$ cat config.mk
export PLATFORM = sky130hd
export DESIGN_NAME = decode_exec_reg_flat
export DESIGN_NICKNAME = d
export VERILOG_FILES = /design/src/rtl/decode_exec_reg_pkg.sv /design/src/rtl/decode_exec_reg_if.sv /design/src/rtl/decode_exec_reg_sat_counter.sv /design/src/rtl/decode_exec_reg.sv /design/src/flat_wrapper.sv
export SDC_FILE = /design/constraint.sdc
export NUM_CORES = 1
export LEC_CHECK = 0
export BUFFER_PORTS_ARGS = -buffer_cell sky130_fd_sc_hd__buf_2
export CAP_MARGIN = 0
export CORE_AREA = 2 2 125 127
export CTS_CLUSTER_DIAMETER = 120
export DETAILED_ROUTE_END_ITERATION = 10
export DIE_AREA = 0 0 127 129
export HOLD_SLACK_MARGIN = 0.03
export PLACE_DENSITY = 0.73
export REMOVE_ABC_BUFFERS = 1
export SLEW_MARGIN = 15
export SYNTH_ARGS = -nofsm -noshare
export SYNTH_HDL_FRONTEND = slang
export SYNTH_HIERARCHICAL = 1
export SYNTH_SLANG_ARGS = --single-unit
$ cat constraint.sdc
create_clock -name clk -period 1.2 [get_ports clk]
set_input_delay 0.06 -clock clk [delete_from_list [all_inputs] [get_ports clk]]
set_output_delay 0.06 -clock clk [all_outputs]
set_load 0.05 [all_outputs]
$ cat src/rtl/decode_exec_reg_pkg.sv
// ----------------------------------------------------------------------------
// cpu_pkg
//   Widths and types shared by decode, the decode/execute register and execute.
//   ctrl_t is the decoded control bundle so both sides of the register agree
//   on one layout. act_e names the single action the register takes per edge.
// ----------------------------------------------------------------------------
package cpu_pkg;

   localparam int DW  = 32;   // operand / immediate / PC width
   localparam int AW  = 5;    // register address width
   localparam int OPW = 4;    // ALU opcode width

   localparam logic [OPW-1:0] ALU_NOP = 4'h0;

   typedef struct packed {
      logic [AW-1:0]  regWa;
      logic           regWe;
      logic           isLoad;
      logic           isStore;
      logic [OPW-1:0] aluOp;
      logic           aluSrc;
   } ctrl_t;

   // Control of an empty slot: no write, no memory access, ALU does nothing.
   localparam ctrl_t CTRL_NOP = '{regWa: '0, regWe: 1'b0, isLoad: 1'b0,
                                  isStore: 1'b0, aluOp: ALU_NOP, aluSrc: 1'b0};

   typedef enum logic [1:0] {
      ACT_LOAD   = 2'd0,
      ACT_HOLD   = 2'd1,
      ACT_BUBBLE = 2'd2
   } act_e;

endpackage

$ cat src/rtl/decode_exec_reg_if.sv
// ----------------------------------------------------------------------------
// decode_exec_reg_if
//   Bundle between decode/pause unit, the decode/execute register and execute.
//   i_* : forwarded operands, immediate, PC, decoded control, pause/flush/stall
//   o_* : registered slot contents, valid flag and bubble counter
//   Modports:
//     slave  - the pipeline register (consumes i_*, produces o_*)
//     master - the upstream/downstream environment (drives i_*, observes o_*)
// ----------------------------------------------------------------------------
interface decode_exec_reg_if #(
   parameter int DW  = cpu_pkg::DW,
   parameter int AW  = cpu_pkg::AW,
   parameter int OPW = cpu_pkg::OPW
);
   logic [DW-1:0]  i_DecodeExecReg_rd1;
   logic [DW-1:0]  i_DecodeExecReg_rd2;
   logic [DW-1:0]  i_DecodeExecReg_imm;
   logic [DW-1:0]  i_DecodeExecReg_pc;
   logic [AW-1:0]  i_DecodeExecReg_regWa;
   logic           i_DecodeExecReg_regWe;
   logic           i_DecodeExecReg_isLoad;
   logic           i_DecodeExecReg_isStore;
   logic [OPW-1:0] i_DecodeExecReg_aluOp;
   logic           i_DecodeExecReg_aluSrc;
   logic           i_DecodeExecReg_pause;
   logic           i_DecodeExecReg_flush;
   logic           i_DecodeExecReg_stall;

   logic [DW-1:0]  o_DecodeExecReg_rd1;
   logic [DW-1:0]  o_DecodeExecReg_rd2;
   logic [DW-1:0]  o_DecodeExecReg_imm;
   logic [DW-1:0]  o_DecodeExecReg_pc;
   logic [AW-1:0]  o_DecodeExecReg_regWa;
   logic           o_DecodeExecReg_regWe;
   logic           o_DecodeExecReg_isLoad;
   logic           o_DecodeExecReg_isStore;
   logic [OPW-1:0] o_DecodeExecReg_aluOp;
   logic           o_DecodeExecReg_aluSrc;
   logic           o_DecodeExecReg_valid;
   logic [31:0]    o_DecodeExecReg_bubbleCnt;

   modport slave (
      input  i_DecodeExecReg_rd1, i_DecodeExecReg_rd2, i_DecodeExecReg_imm,
             i_DecodeExecReg_pc, i_DecodeExecReg_regWa, i_DecodeExecReg_regWe,
             i_DecodeExecReg_isLoad, i_DecodeExecReg_isStore,
             i_DecodeExecReg_aluOp, i_DecodeExecReg_aluSrc,
             i_DecodeExecReg_pause, i_DecodeExecReg_flush, i_DecodeExecReg_stall,
      output o_DecodeExecReg_rd1, o_DecodeExecReg_rd2, o_DecodeExecReg_imm,
             o_DecodeExecReg_pc, o_DecodeExecReg_regWa, o_DecodeExecReg_regWe,
             o_DecodeExecReg_isLoad, o_DecodeExecReg_isStore,
             o_DecodeExecReg_aluOp, o_DecodeExecReg_aluSrc,
             o_DecodeExecReg_valid, o_DecodeExecReg_bubbleCnt
   );

   modport master (
      output i_DecodeExecReg_rd1, i_DecodeExecReg_rd2, i_DecodeExecReg_imm,
             i_DecodeExecReg_pc, i_DecodeExecReg_regWa, i_DecodeExecReg_regWe,
             i_DecodeExecReg_isLoad, i_DecodeExecReg_isStore,
             i_DecodeExecReg_aluOp, i_DecodeExecReg_aluSrc,
             i_DecodeExecReg_pause, i_DecodeExecReg_flush, i_DecodeExecReg_stall,
      input  o_DecodeExecReg_rd1, o_DecodeExecReg_rd2, o_DecodeExecReg_imm,
             o_DecodeExecReg_pc, o_DecodeExecReg_regWa, o_DecodeExecReg_regWe,
             o_DecodeExecReg_isLoad, o_DecodeExecReg_isStore,
             o_DecodeExecReg_aluOp, o_DecodeExecReg_aluSrc,
             o_DecodeExecReg_valid, o_DecodeExecReg_bubbleCnt
   );
endinterface

$ cat src/rtl/decode_exec_reg_sat_counter.sv
// ----------------------------------------------------------------------------
// sat_counter
//   W-bit up counter that sticks at all-ones.
//   clk   : rising-edge clock
//   rstn  : synchronous active-low clear
//   inc_i : count this edge
//   cnt_o : registered count
// ----------------------------------------------------------------------------
module sat_counter #(
   parameter int W = 32
) (
   input  logic         clk,
   input  logic         rstn,
   input  logic         inc_i,
   output logic [W-1:0] cnt_o
);
   logic [W-1:0] cnt_q, cnt_d;

   always_comb begin
      cnt_d = cnt_q;
      if (inc_i && (cnt_q != '1)) cnt_d = cnt_q + 1'b1;
   end

   always_ff @(posedge clk) begin
      if (!rstn) cnt_q <= '0;
      else       cnt_q <= cnt_d;
   end

   assign cnt_o = cnt_q;
endmodule

$ cat src/rtl/decode_exec_reg.sv
// ----------------------------------------------------------------------------
// decode_exec_reg
//   Decode/execute pipeline register behind the pause (hazard/forwarding) unit.
//   Per edge exactly one action, highest priority first:
//     reset -> clear, flush -> bubble, stall -> hold, pause -> bubble, else load.
//   Ports:
//     clk  : rising-edge clock
//     rstn : synchronous active-low reset
//     dx   : decode_exec_reg_if.slave (inputs from decode, registered outputs)
//   Optional feature (macro DECODE_EXEC_REG_PERF_EN): saturating count of
//   bubble edges on o_DecodeExecReg_bubbleCnt; otherwise that port is 0.
// ----------------------------------------------------------------------------
module decode_exec_reg
   import cpu_pkg::*;
(
   input  logic             clk,
   input  logic             rstn,
   decode_exec_reg_if.slave dx
);
   act_e          act;
   ctrl_t         ctrl_in, ctrl_d, ctrl_q;
   logic [DW-1:0] rd1_d, rd1_q, rd2_d, rd2_q, imm_d, imm_q, pc_d, pc_q;
   logic          valid_d, valid_q;

   // Flush outranks stall so a squashed slot can never sit frozen and retire.
   // Pause is only seen when execute is accepting.
   always_comb begin
      act = ACT_LOAD;
      if      (dx.i_DecodeExecReg_flush) act = ACT_BUBBLE;
      else if (dx.i_DecodeExecReg_stall) act = ACT_HOLD;
      else if (dx.i_DecodeExecReg_pause) act = ACT_BUBBLE;
   end

   // r0 writes are never advertised, so hazard logic cannot match on r0.
   always_comb begin
      ctrl_in = '{regWa:   dx.i_DecodeExecReg_regWa,
                  regWe:   dx.i_DecodeExecReg_regWe && (dx.i_DecodeExecReg_regWa != '0),
                  isLoad:  dx.i_DecodeExecReg_isLoad,
                  isStore: dx.i_DecodeExecReg_isStore,
                  aluOp:   dx.i_DecodeExecReg_aluOp,
                  aluSrc:  dx.i_DecodeExecReg_aluSrc};
   end

   always_comb begin
      rd1_d   = rd1_q;
      rd2_d   = rd2_q;
      imm_d   = imm_q;
      pc_d    = pc_q;
      ctrl_d  = ctrl_q;
      valid_d = valid_q;
      case (act)
         ACT_LOAD: begin
            rd1_d   = dx.i_DecodeExecReg_rd1;
            rd2_d   = dx.i_DecodeExecReg_rd2;
            imm_d   = dx.i_DecodeExecReg_imm;
            pc_d    = dx.i_DecodeExecReg_pc;
            ctrl_d  = ctrl_in;
            valid_d = 1'b1;
         end
         ACT_BUBBLE: begin
            rd1_d   = '0;
            rd2_d   = '0;
            imm_d   = '0;
            pc_d    = '0;
            ctrl_d  = CTRL_NOP;
            valid_d = 1'b0;
         end
         default: ;
      endcase
   end

   always_ff @(posedge clk) begin
      if (!rstn) begin
         rd1_q   <= '0;
         rd2_q   <= '0;
         imm_q   <= '0;
         pc_q    <= '0;
         ctrl_q  <= CTRL_NOP;
         valid_q <= 1'b0;
      end else begin
         rd1_q   <= rd1_d;
         rd2_q   <= rd2_d;
         imm_q   <= imm_d;
         pc_q    <= pc_d;
         ctrl_q  <= ctrl_d;
         valid_q <= valid_d;
      end
   end

   assign dx.o_DecodeExecReg_rd1     = rd1_q;
   assign dx.o_DecodeExecReg_rd2     = rd2_q;
   assign dx.o_DecodeExecReg_imm     = imm_q;
   assign dx.o_DecodeExecReg_pc      = pc_q;
   assign dx.o_DecodeExecReg_regWa   = ctrl_q.regWa;
   assign dx.o_DecodeExecReg_regWe   = ctrl_q.regWe;
   assign dx.o_DecodeExecReg_isLoad  = ctrl_q.isLoad;
   assign dx.o_DecodeExecReg_isStore = ctrl_q.isStore;
   assign dx.o_DecodeExecReg_aluOp   = ctrl_q.aluOp;
   assign dx.o_DecodeExecReg_aluSrc  = ctrl_q.aluSrc;
   assign dx.o_DecodeExecReg_valid   = valid_q;

`ifdef DECODE_EXEC_REG_PERF_EN
   logic [31:0] bubble_cnt;

   sat_counter #(.W(32)) u_bubble_cnt (
      .clk   (clk),
      .rstn  (rstn),
      .inc_i (act == ACT_BUBBLE),
      .cnt_o (bubble_cnt)
   );

   assign dx.o_DecodeExecReg_bubbleCnt = bubble_cnt;
`else
   assign dx.o_DecodeExecReg_bubbleCnt = '0;
`endif

endmodule

$ cat src/flat_wrapper.sv
// flat-port wrapper written by rule: the top's interface ports become plain ports
module decode_exec_reg_flat import cpu_pkg::*;
  (clk, rstn, dx_i_DecodeExecReg_rd1, dx_i_DecodeExecReg_rd2, dx_i_DecodeExecReg_imm, dx_i_DecodeExecReg_pc, dx_i_DecodeExecReg_regWa, dx_i_DecodeExecReg_regWe, dx_i_DecodeExecReg_isLoad, dx_i_DecodeExecReg_isStore, dx_i_DecodeExecReg_aluOp, dx_i_DecodeExecReg_aluSrc, dx_i_DecodeExecReg_pause, dx_i_DecodeExecReg_flush, dx_i_DecodeExecReg_stall, dx_o_DecodeExecReg_rd1, dx_o_DecodeExecReg_rd2, dx_o_DecodeExecReg_imm, dx_o_DecodeExecReg_pc, dx_o_DecodeExecReg_regWa, dx_o_DecodeExecReg_regWe, dx_o_DecodeExecReg_isLoad, dx_o_DecodeExecReg_isStore, dx_o_DecodeExecReg_aluOp, dx_o_DecodeExecReg_aluSrc, dx_o_DecodeExecReg_valid, dx_o_DecodeExecReg_bubbleCnt);
  decode_exec_reg_if dx_i ();
  input  logic clk;
  input  logic rstn;
  input wire logic [$bits(dx_i.i_DecodeExecReg_rd1)-1:0] dx_i_DecodeExecReg_rd1;
  input wire logic [$bits(dx_i.i_DecodeExecReg_rd2)-1:0] dx_i_DecodeExecReg_rd2;
  input wire logic [$bits(dx_i.i_DecodeExecReg_imm)-1:0] dx_i_DecodeExecReg_imm;
  input wire logic [$bits(dx_i.i_DecodeExecReg_pc)-1:0] dx_i_DecodeExecReg_pc;
  input wire logic [$bits(dx_i.i_DecodeExecReg_regWa)-1:0] dx_i_DecodeExecReg_regWa;
  input wire logic [$bits(dx_i.i_DecodeExecReg_regWe)-1:0] dx_i_DecodeExecReg_regWe;
  input wire logic [$bits(dx_i.i_DecodeExecReg_isLoad)-1:0] dx_i_DecodeExecReg_isLoad;
  input wire logic [$bits(dx_i.i_DecodeExecReg_isStore)-1:0] dx_i_DecodeExecReg_isStore;
  input wire logic [$bits(dx_i.i_DecodeExecReg_aluOp)-1:0] dx_i_DecodeExecReg_aluOp;
  input wire logic [$bits(dx_i.i_DecodeExecReg_aluSrc)-1:0] dx_i_DecodeExecReg_aluSrc;
  input wire logic [$bits(dx_i.i_DecodeExecReg_pause)-1:0] dx_i_DecodeExecReg_pause;
  input wire logic [$bits(dx_i.i_DecodeExecReg_flush)-1:0] dx_i_DecodeExecReg_flush;
  input wire logic [$bits(dx_i.i_DecodeExecReg_stall)-1:0] dx_i_DecodeExecReg_stall;
  output wire logic [$bits(dx_i.o_DecodeExecReg_rd1)-1:0] dx_o_DecodeExecReg_rd1;
  output wire logic [$bits(dx_i.o_DecodeExecReg_rd2)-1:0] dx_o_DecodeExecReg_rd2;
  output wire logic [$bits(dx_i.o_DecodeExecReg_imm)-1:0] dx_o_DecodeExecReg_imm;
  output wire logic [$bits(dx_i.o_DecodeExecReg_pc)-1:0] dx_o_DecodeExecReg_pc;
  output wire logic [$bits(dx_i.o_DecodeExecReg_regWa)-1:0] dx_o_DecodeExecReg_regWa;
  output wire logic [$bits(dx_i.o_DecodeExecReg_regWe)-1:0] dx_o_DecodeExecReg_regWe;
  output wire logic [$bits(dx_i.o_DecodeExecReg_isLoad)-1:0] dx_o_DecodeExecReg_isLoad;
  output wire logic [$bits(dx_i.o_DecodeExecReg_isStore)-1:0] dx_o_DecodeExecReg_isStore;
  output wire logic [$bits(dx_i.o_DecodeExecReg_aluOp)-1:0] dx_o_DecodeExecReg_aluOp;
  output wire logic [$bits(dx_i.o_DecodeExecReg_aluSrc)-1:0] dx_o_DecodeExecReg_aluSrc;
  output wire logic [$bits(dx_i.o_DecodeExecReg_valid)-1:0] dx_o_DecodeExecReg_valid;
  output wire logic [$bits(dx_i.o_DecodeExecReg_bubbleCnt)-1:0] dx_o_DecodeExecReg_bubbleCnt;
  assign dx_i.i_DecodeExecReg_rd1 = dx_i_DecodeExecReg_rd1;
  assign dx_i.i_DecodeExecReg_rd2 = dx_i_DecodeExecReg_rd2;
  assign dx_i.i_DecodeExecReg_imm = dx_i_DecodeExecReg_imm;
  assign dx_i.i_DecodeExecReg_pc = dx_i_DecodeExecReg_pc;
  assign dx_i.i_DecodeExecReg_regWa = dx_i_DecodeExecReg_regWa;
  assign dx_i.i_DecodeExecReg_regWe = dx_i_DecodeExecReg_regWe;
  assign dx_i.i_DecodeExecReg_isLoad = dx_i_DecodeExecReg_isLoad;
  assign dx_i.i_DecodeExecReg_isStore = dx_i_DecodeExecReg_isStore;
  assign dx_i.i_DecodeExecReg_aluOp = dx_i_DecodeExecReg_aluOp;
  assign dx_i.i_DecodeExecReg_aluSrc = dx_i_DecodeExecReg_aluSrc;
  assign dx_i.i_DecodeExecReg_pause = dx_i_DecodeExecReg_pause;
  assign dx_i.i_DecodeExecReg_flush = dx_i_DecodeExecReg_flush;
  assign dx_i.i_DecodeExecReg_stall = dx_i_DecodeExecReg_stall;
  assign dx_o_DecodeExecReg_rd1 = dx_i.o_DecodeExecReg_rd1;
  assign dx_o_DecodeExecReg_rd2 = dx_i.o_DecodeExecReg_rd2;
  assign dx_o_DecodeExecReg_imm = dx_i.o_DecodeExecReg_imm;
  assign dx_o_DecodeExecReg_pc = dx_i.o_DecodeExecReg_pc;
  assign dx_o_DecodeExecReg_regWa = dx_i.o_DecodeExecReg_regWa;
  assign dx_o_DecodeExecReg_regWe = dx_i.o_DecodeExecReg_regWe;
  assign dx_o_DecodeExecReg_isLoad = dx_i.o_DecodeExecReg_isLoad;
  assign dx_o_DecodeExecReg_isStore = dx_i.o_DecodeExecReg_isStore;
  assign dx_o_DecodeExecReg_aluOp = dx_i.o_DecodeExecReg_aluOp;
  assign dx_o_DecodeExecReg_aluSrc = dx_i.o_DecodeExecReg_aluSrc;
  assign dx_o_DecodeExecReg_valid = dx_i.o_DecodeExecReg_valid;
  assign dx_o_DecodeExecReg_bubbleCnt = dx_i.o_DecodeExecReg_bubbleCnt;
  decode_exec_reg u_core (.clk(clk), .rstn(rstn), .dx(dx_i));
endmodule
==> results of run 1 <==
cell usage in the layout, fill, tap and decap left out, drive strengths merged:
cell           n
buf          307
a22oi        140
clkbuf        20
clkinv         5
conb          32
o2111ai        1
nand3          1
nor3           1
nor2b        142
clkinvlp       2
nand2          1
dlygate4sd3  141
inv            2
or4            1
dfxtp        142
a21oi          1
bufinv         3
per-stage QoR:
stage / util, % / cell area [um^2] / std cells / setup WS (ps)
global placement: 46.2 / 6930 / 958 / 119
finish: 59.6 / 8930 / 1130 / 75.6
CTS: 59.8 / 8960 / 1132 / 6.79
detailed placement: 46.2 / 6930 / 958 / 46.6
global route: 59.6 / 8930 / 1130 / 34.7
floorplan: - / 4940 / 462 / -4030
state kept, by name, summed over array words and instances, names as in the netlist:
register                           count
u_core/dx.o_DecodeExecReg_aluOp        4
u_core/dx.o_DecodeExecReg_rd1         32
u_core/dx.o_DecodeExecReg_valid        1
u_core/dx.o_DecodeExecReg_regWa        5
u_core/dx.o_DecodeExecReg_imm         32
u_core/dx.o_DecodeExecReg_regWe        1
u_core/dx.o_DecodeExecReg_isStore      1
u_core/dx.o_DecodeExecReg_aluSrc       1
u_core/dx.o_DecodeExecReg_pc          32
u_core/dx.o_DecodeExecReg_rd2         32
u_core/dx.o_DecodeExecReg_isLoad       1
worst max-delay path by stage:
stage,to,slack [ps],depth (start not counted)
finish,dx_o_DecodeExecReg_rd1[29],80,1
global route,dx_o_DecodeExecReg_rd2[25],30,1
CTS,u_core/dx.o_DecodeExecReg_regWe,7,5
detailed placement,u_core/dx.o_DecodeExecReg_pc[10],50,6
global placement,u_core/dx.o_DecodeExecReg_rd1[9],120,6
floorplan,u_core/dx.o_DecodeExecReg_valid,-4030,3
per-layer routing:
| layer | wire, um | vias to the layer above | GRT usage (%) |
|---|---|---|---|
| met2 | 8900 | 272 | 37.0 |
| met5 | 0 | - | 0 |
| li1 | - | 2573 | - |
| met3 | 1330 | 51 | 5.90 |
| met1 | 6950 | 2504 | 23.1 |
| met4 | 552 | 0 | 10.1 |
worst register-to-register path, stage by stage, from the launching register on:
cell and delay, ps:
dfxtp_1 310, a22oi_1 220, nor2b_1 100
cells by family after synthesis:
group / after synthesis
AO/OA/AOI/OAI: 142
buffers and inverters: 78
flip-flops: 142
other: 1
AND/OR/NAND/NOR: 146
report_power, final:
part | switching (mW) | total (mW) | internal, mW
Combinational | 1.04 | 1.82 | 0.780
Clock | 2.07 | 5.47 | 3.40
Sequential | 0.0505 | 4.86 | 4.81
final cells by class:
type / count / area (um^2) / share of cell area (%)
clock inverters: 12 / 159 / 1.78
repair buffers: 448 / 3130 / 35.0
flip-flops and latches: 142 / 2840 / 31.8
multi-input cells: 320 / 2110 / 23.7
well taps: 188 / 235 / 2.63
clock buffers: 20 / 457 / 5.11
what timing repair did:
action                                 in CTS  in global routing
endpoints found under the hold margin     141                  0
hold buffers                              142                  0
setup buffers                               0                  0
setup endpoints to repair                   0                  1
==> run_results.csv, run 1 <==
group,metric,value,unit
worst_setup_path,crit_fanout,2,
detailed_routing,vias_per_cell,4.78,
grt,grt_pass1_wl,27000,um
yosys,synthTopCellsByArea,"dfxtp_1, a22oi_1, nor2b_1",
floorplanning,io_pins,320,
grt,grt_pass1_vias,5403,
detailed_routing,drc,0,
sta,tns,0,ps
sta,fin_crit_sh,93.7,%
final_layout,diodes,0,
worst_setup_path,rr_endpoint,"u_core/dx.o_DecodeExecReg_rd2[3]",
yosys,synthAdderAreaFrac,0,%
yosys,ys_types,13,
flow_run,max_cap_viol_count,0,
yosys,synth_xor_area_share,0,%
sta,skew,0,ps
worst_setup_path,start_kind,"flop",
yosys,synth_largest_area_cell,"dfxtp_1",
run_status,status,"finished clean",
yosys,ys_seq_area_share,53.7,%
floorplanning,start_util,35.3,%
clock_tree,clk_latency,410,ps
grt,grt_overflow,0,
detailed_routing,first_iter_violations,290,
clock_tree,path_clk_slew,60,ps
worst_setup_path,crit_path_cell_trace,"buf_2",
sta,finalSetupViolations,0,
yosys,synthMuxAreaShare,0,%
hold_path,holdPathStages,4,
power_and_ir_drop,power,12.2,mW
worst_setup_path,crit_slowest_cell,"dfxtp_1",
sta,drv_slew,0,
sta,rsz0062_at_grt,"false",
floorplanning,die-area,16400,um^2
yosys,ys_dominant_reg_cell,"dfxtp_1",
detailed_routing,wirelength,17700,um
worst_setup_path,regToRegSetupSlack,460,ps
floorplanning,num_rows,45,
sta,fin_hold_ws,28.2,ps
hold_path,hold_start,"dx_i_DecodeExecReg_regWa[3]",
clock_tree,cts_made_buffers,17,
yosys,synth_edf_count,0,
clock_tree,cts_buffer_depth,2,
yosys,ys_warn_count,6,
clock_tree,cts_tree,"yes",
worst_setup_path,required,1140,ps
grt,grt_max_degree,49,
clock_tree,clock_sinks,142,
hold_path,hp-class,"in -> reg",
yosys,synth_area_per_cell,10.4,um^2
yosys,synthCells,509,
sta,fin_crit,1120,ps
final_layout,drive_above_1_share,36.1,%
final_layout,n_fill_cell,1156,
worst_setup_path,cp-startpoint,"u_core/dx.o_DecodeExecReg_rd1[29]",
final_layout,final_nets,1075,
detailed_routing,final_antenna_net_count,0,
yosys,synth_commonest_cells,"dfxtp_1, nor2b_1, a22oi_1",
yosys,synth_top_family_by_area,"compound AO/OA/AOI/OAI gates",
yosys,synthArstFlopShare,0,%
power_and_ir_drop,p_leak,3.97,nW
worst_setup_path,arrival,1060,ps
sta,finalHoldViolCount,0,
clock_tree,ctsResizeCount,0,
floorplanning,core_area,15000,um^2
worst_setup_path,cpPeakStageDelay,370,ps
worst_setup_path,worst_r2r_startpoint,"u_core/dx.o_DecodeExecReg_rd2[3]",
worst_setup_path,cp-end-kind,"output pin",
yosys,synthesis.area,5290,um^2
hold_path,whs_endpoint,"u_core/dx.o_DecodeExecReg_regWe",
placement,place.gp.congestion,0.784,
worst_setup_path,path_delay_family,"flip-flops",
clock_tree,cts_root_buf,"clkbuf_16",
yosys,ys_ff_latch,142,
power_and_ir_drop,pwr_density_cell,1360,nW/um^2
final_layout,area_growth,68.8,%
detailed_routing,vias,5400,
detailed_routing,wl_per_cell,15.7,um
sta,timing.fmax,889,MHz
worst_setup_path,path_buf_inv,1,
yosys,synth_compound_gate_area_share,20.1,%
placement,hpwl,10200,um
worst_setup_path,crit_type,"reg -> out",
detailed_routing,drtPass1Iterations,5,
floorplanning,die_w,127,um
yosys,synth-simple-area-share,17.3,%
placement,port_buffers,287,
floorplanning,die_h,129,um
grt,antenna_found_initial,0,
worst_setup_path,ff2ff_path_depth,2,
yosys,synth_top_area_share,53.7,%
power_and_ir_drop,max-vdd-ir-drop,804,uV
grt,grt.total_usage,20.9,%
clock_tree,htree_levels,4,
(Power assumes the default switching activity.)
==> run 2: changes to the inputs <==
CELL_PAD_IN_SITES_DETAIL_PLACEMENT = 2   (was default)
CELL_PAD_IN_SITES_GLOBAL_PLACEMENT = 2   (was default)
CORE_AREA = default   (was 2 2 125 127)
CORE_MARGIN = 2   (was default)
CORE_UTILIZATION = 22   (was default)
DIE_AREA = default   (was 0 0 127 129)
PLACE_DENSITY = 0.83   (was 0.73)
clock period = 1 ns   (was 1.2 ns; I/O delays follow)
==> run 2 against run 1 <==
Compared with the run above:
- setup slack worse by 65 ps
- critical path type unchanged
- highest routed layer unchanged
- cell area up 21%
- sequential cell count unchanged
- cell count up 15%
- via count up 6.4%
- worst hold slack better by 41 ps
==> run_results.csv, run 2 (synthesis gave the netlist of run 1 again) <==
group,metric,value,unit
worst_setup_path,required,950,ps
power_and_ir_drop,p_sw_share,27.3,%
clock_tree,htree_levels,4,
detailed_routing,vias_per_cell,4.44,
worst_setup_path,crit_fanout,2,
detailed_routing,wl_per_cell,22.3,um
floorplanning,io_pins,320,
floorplanning,core_area,23500,um^2
placement,port_buffers,287,
sta,skew,0,ps
detailed_routing,vias,5747,
worst_setup_path,path_buf_inv,1,
detailed_routing,drtPass1Iterations,6,
detailed_routing,final_antenna_net_count,0,
sta,tns,0,ps
grt,grt.total_usage,20.7,%
final_layout,area_growth,104,%
power_and_ir_drop,power.switching,4.23,mW
sta,rsz0062_at_grt,"true",
final_layout,drive_above_1_share,52.6,%
sta,finalSetupViolations,0,
worst_setup_path,cp-end-kind,"output pin",
power_and_ir_drop,pwr-share-seq,38.1,%
floorplanning,die-area,25300,um^2
hold_path,whs_endpoint,"u_core/dx.o_DecodeExecReg_regWe",
clock_tree,cts_made_buffers,17,
clock_tree,path_clk_slew,70,ps
grt,grt_pass1_vias,6736,
final_layout,final_nets,1106,
detailed_routing,first_iter_violations,230,
floorplanning,die_h,159,um
grt,grt_max_degree,55,
floorplanning,num_rows,56,
worst_setup_path,crit_path_cell_trace,"buf_8",
sta,fin_crit,989,ps
worst_setup_path,regToRegSetupSlack,60,ps
detailed_routing,wirelength,28900,um
power_and_ir_drop,p_leak,4.40,nW
flow_run,max_cap_viol_count,0,
floorplanning,die_w,159,um
worst_setup_path,crit_slowest_cell,"dfxtp_2",
placement,hpwl,14800,um
power_and_ir_drop,pwr_density_cell,1440,nW/um^2
worst_setup_path,crit_type,"reg -> out",
hold_path,hp-class,"in -> reg",
sta,fin_crit_sh,98.9,%
final_layout,final_cell_mix,"buf_2, dlygate4sd3_1, nor2b_1, a22oi_1, dfxtp_2",
worst_setup_path,path_delay_family,"flip-flops",
clock_tree,cts_tree,"yes",
hold_path,hold_start,"dx_i_DecodeExecReg_regWa[1]",
detailed_routing,drc,0,
floorplanning,start_util,22.5,%
final_layout,final_cell_area,10800,um^2
worst_setup_path,cpPeakStageDelay,360,ps
worst_setup_path,ff2ff_path_depth,3,
run_status,status,"finished clean",
worst_setup_path,arrival,940,ps
power_and_ir_drop,pwr-share-clk,45.2,%
final_layout,stdcell_count,1295,
sta,drv_slew,0,
final_layout,n_fill_cell,2409,
sta,timing.fmax,1010,MHz
clock_tree,cts_buffer_depth,2,
worst_setup_path,worst_r2r_startpoint,"u_core/dx.o_DecodeExecReg_pc[16]",
sta,fin_hold_ws,68.8,ps
placement,place.gp.congestion,0.737,
power_and_ir_drop,combPwrFrac,16.7,%
clock_tree,clk_latency,420,ps
placement,dp_slack,-152,ps
power_and_ir_drop,max-vdd-ir-drop,819,uV
sta,worst_slack,10.7,ps
clock_tree,cts_root_buf,"clkbuf_16",
placement,dpl_cell_area,7230,um^2
power_and_ir_drop,p_int,11.3,mW
clock_tree,clock_sinks,142,
grt,grt_pass1_wl,40700,um
worst_setup_path,rr_endpoint,"u_core/dx.o_DecodeExecReg_pc[16]",
grt,grt_overflow,0,
hold_path,holdPathStages,4,
final_layout,final_common_cell,"buf_2",
sta,finalHoldViolCount,0,
placement,dp_cells,1100,
grt,antenna_found_initial,3,
worst_setup_path,start_kind,"flop",
-- run 2: cell types whose count changed in the layout (fill, tap and decap cells not counted), sizes merged --
cell | previous run | this run
bufinv | 3 | 4
clkinv | 5 | 4
diode | 0 | 3
buf | 307 | 338
-- run 2: final cells by class --
class                   count  area [um^2]  share of cell area (%)
clock buffers              20          447                    4.14
multi-input cells         320         2110                    19.6
repair buffers            479         4600                    42.7
well taps                 319          399                    3.70
flip-flops and latches    142         3030                    28.1
clock inverters            12          184                    1.71
diodes                      3         7.51                  0.0697
-- run 2: worst max path at each step --
stage,start,end,slack [ps],cells past startpoint
after detailed placement,dx_i_DecodeExecReg_stall,u_core/dx.o_DecodeExecReg_rd2[24],-150,6
final,u_core/dx.o_DecodeExecReg_rd1[1],dx_o_DecodeExecReg_rd1[1],10,1
after CTS,u_core/dx.o_DecodeExecReg_imm[25],dx_o_DecodeExecReg_imm[25],-0.4,1
after global routing,u_core/dx.o_DecodeExecReg_rd1[1],dx_o_DecodeExecReg_rd1[1],-20,1
after floorplan,dx_i_DecodeExecReg_flush,u_core/dx.o_DecodeExecReg_valid,-4220,3
after global placement,dx_i_DecodeExecReg_stall,u_core/dx.o_DecodeExecReg_rd1[23],-70,6
-- run 2: metrics by stage --
step	utilization [%]	total power, mW
after floorplan	-	7.00
after global placement	30.7	7.74
after detailed placement	30.7	7.79
after CTS	43.9	15.4
after global routing	45.8	16.0
final	45.8	15.5
-- run 2: power groups by stage --
stage / Clock [mW] / Combinational [mW] / Sequential (mW)
floorplan: 0 / 0.636 / 6.36
global placement: 0 / 1.79 / 5.95
detailed placement: 0 / 1.83 / 5.96
CTS: 7.10 / 2.42 / 5.88
global route: 7.39 / 2.72 / 5.91
finish: 6.99 / 2.59 / 5.90
-- run 2: repair_timing --
action / in CTS / in global routing
hold buffers: 141 / 0
hold endpoints to repair: 141 / 0
setup endpoints to repair: 142 / 87
pin swaps: 0 / 0
gates resized for setup: 409 / 94
setup buffers: 0 / 19
-- run 2: per-layer routing --
layer  up-vias  GRT usage (%)  routed length (um)
met4         0           7.98                 677
li1       2636              -                   -
met2       214           41.2               16500
met5         -              0                   0
met1      2856           20.3               10200
met3        41           5.29                1430
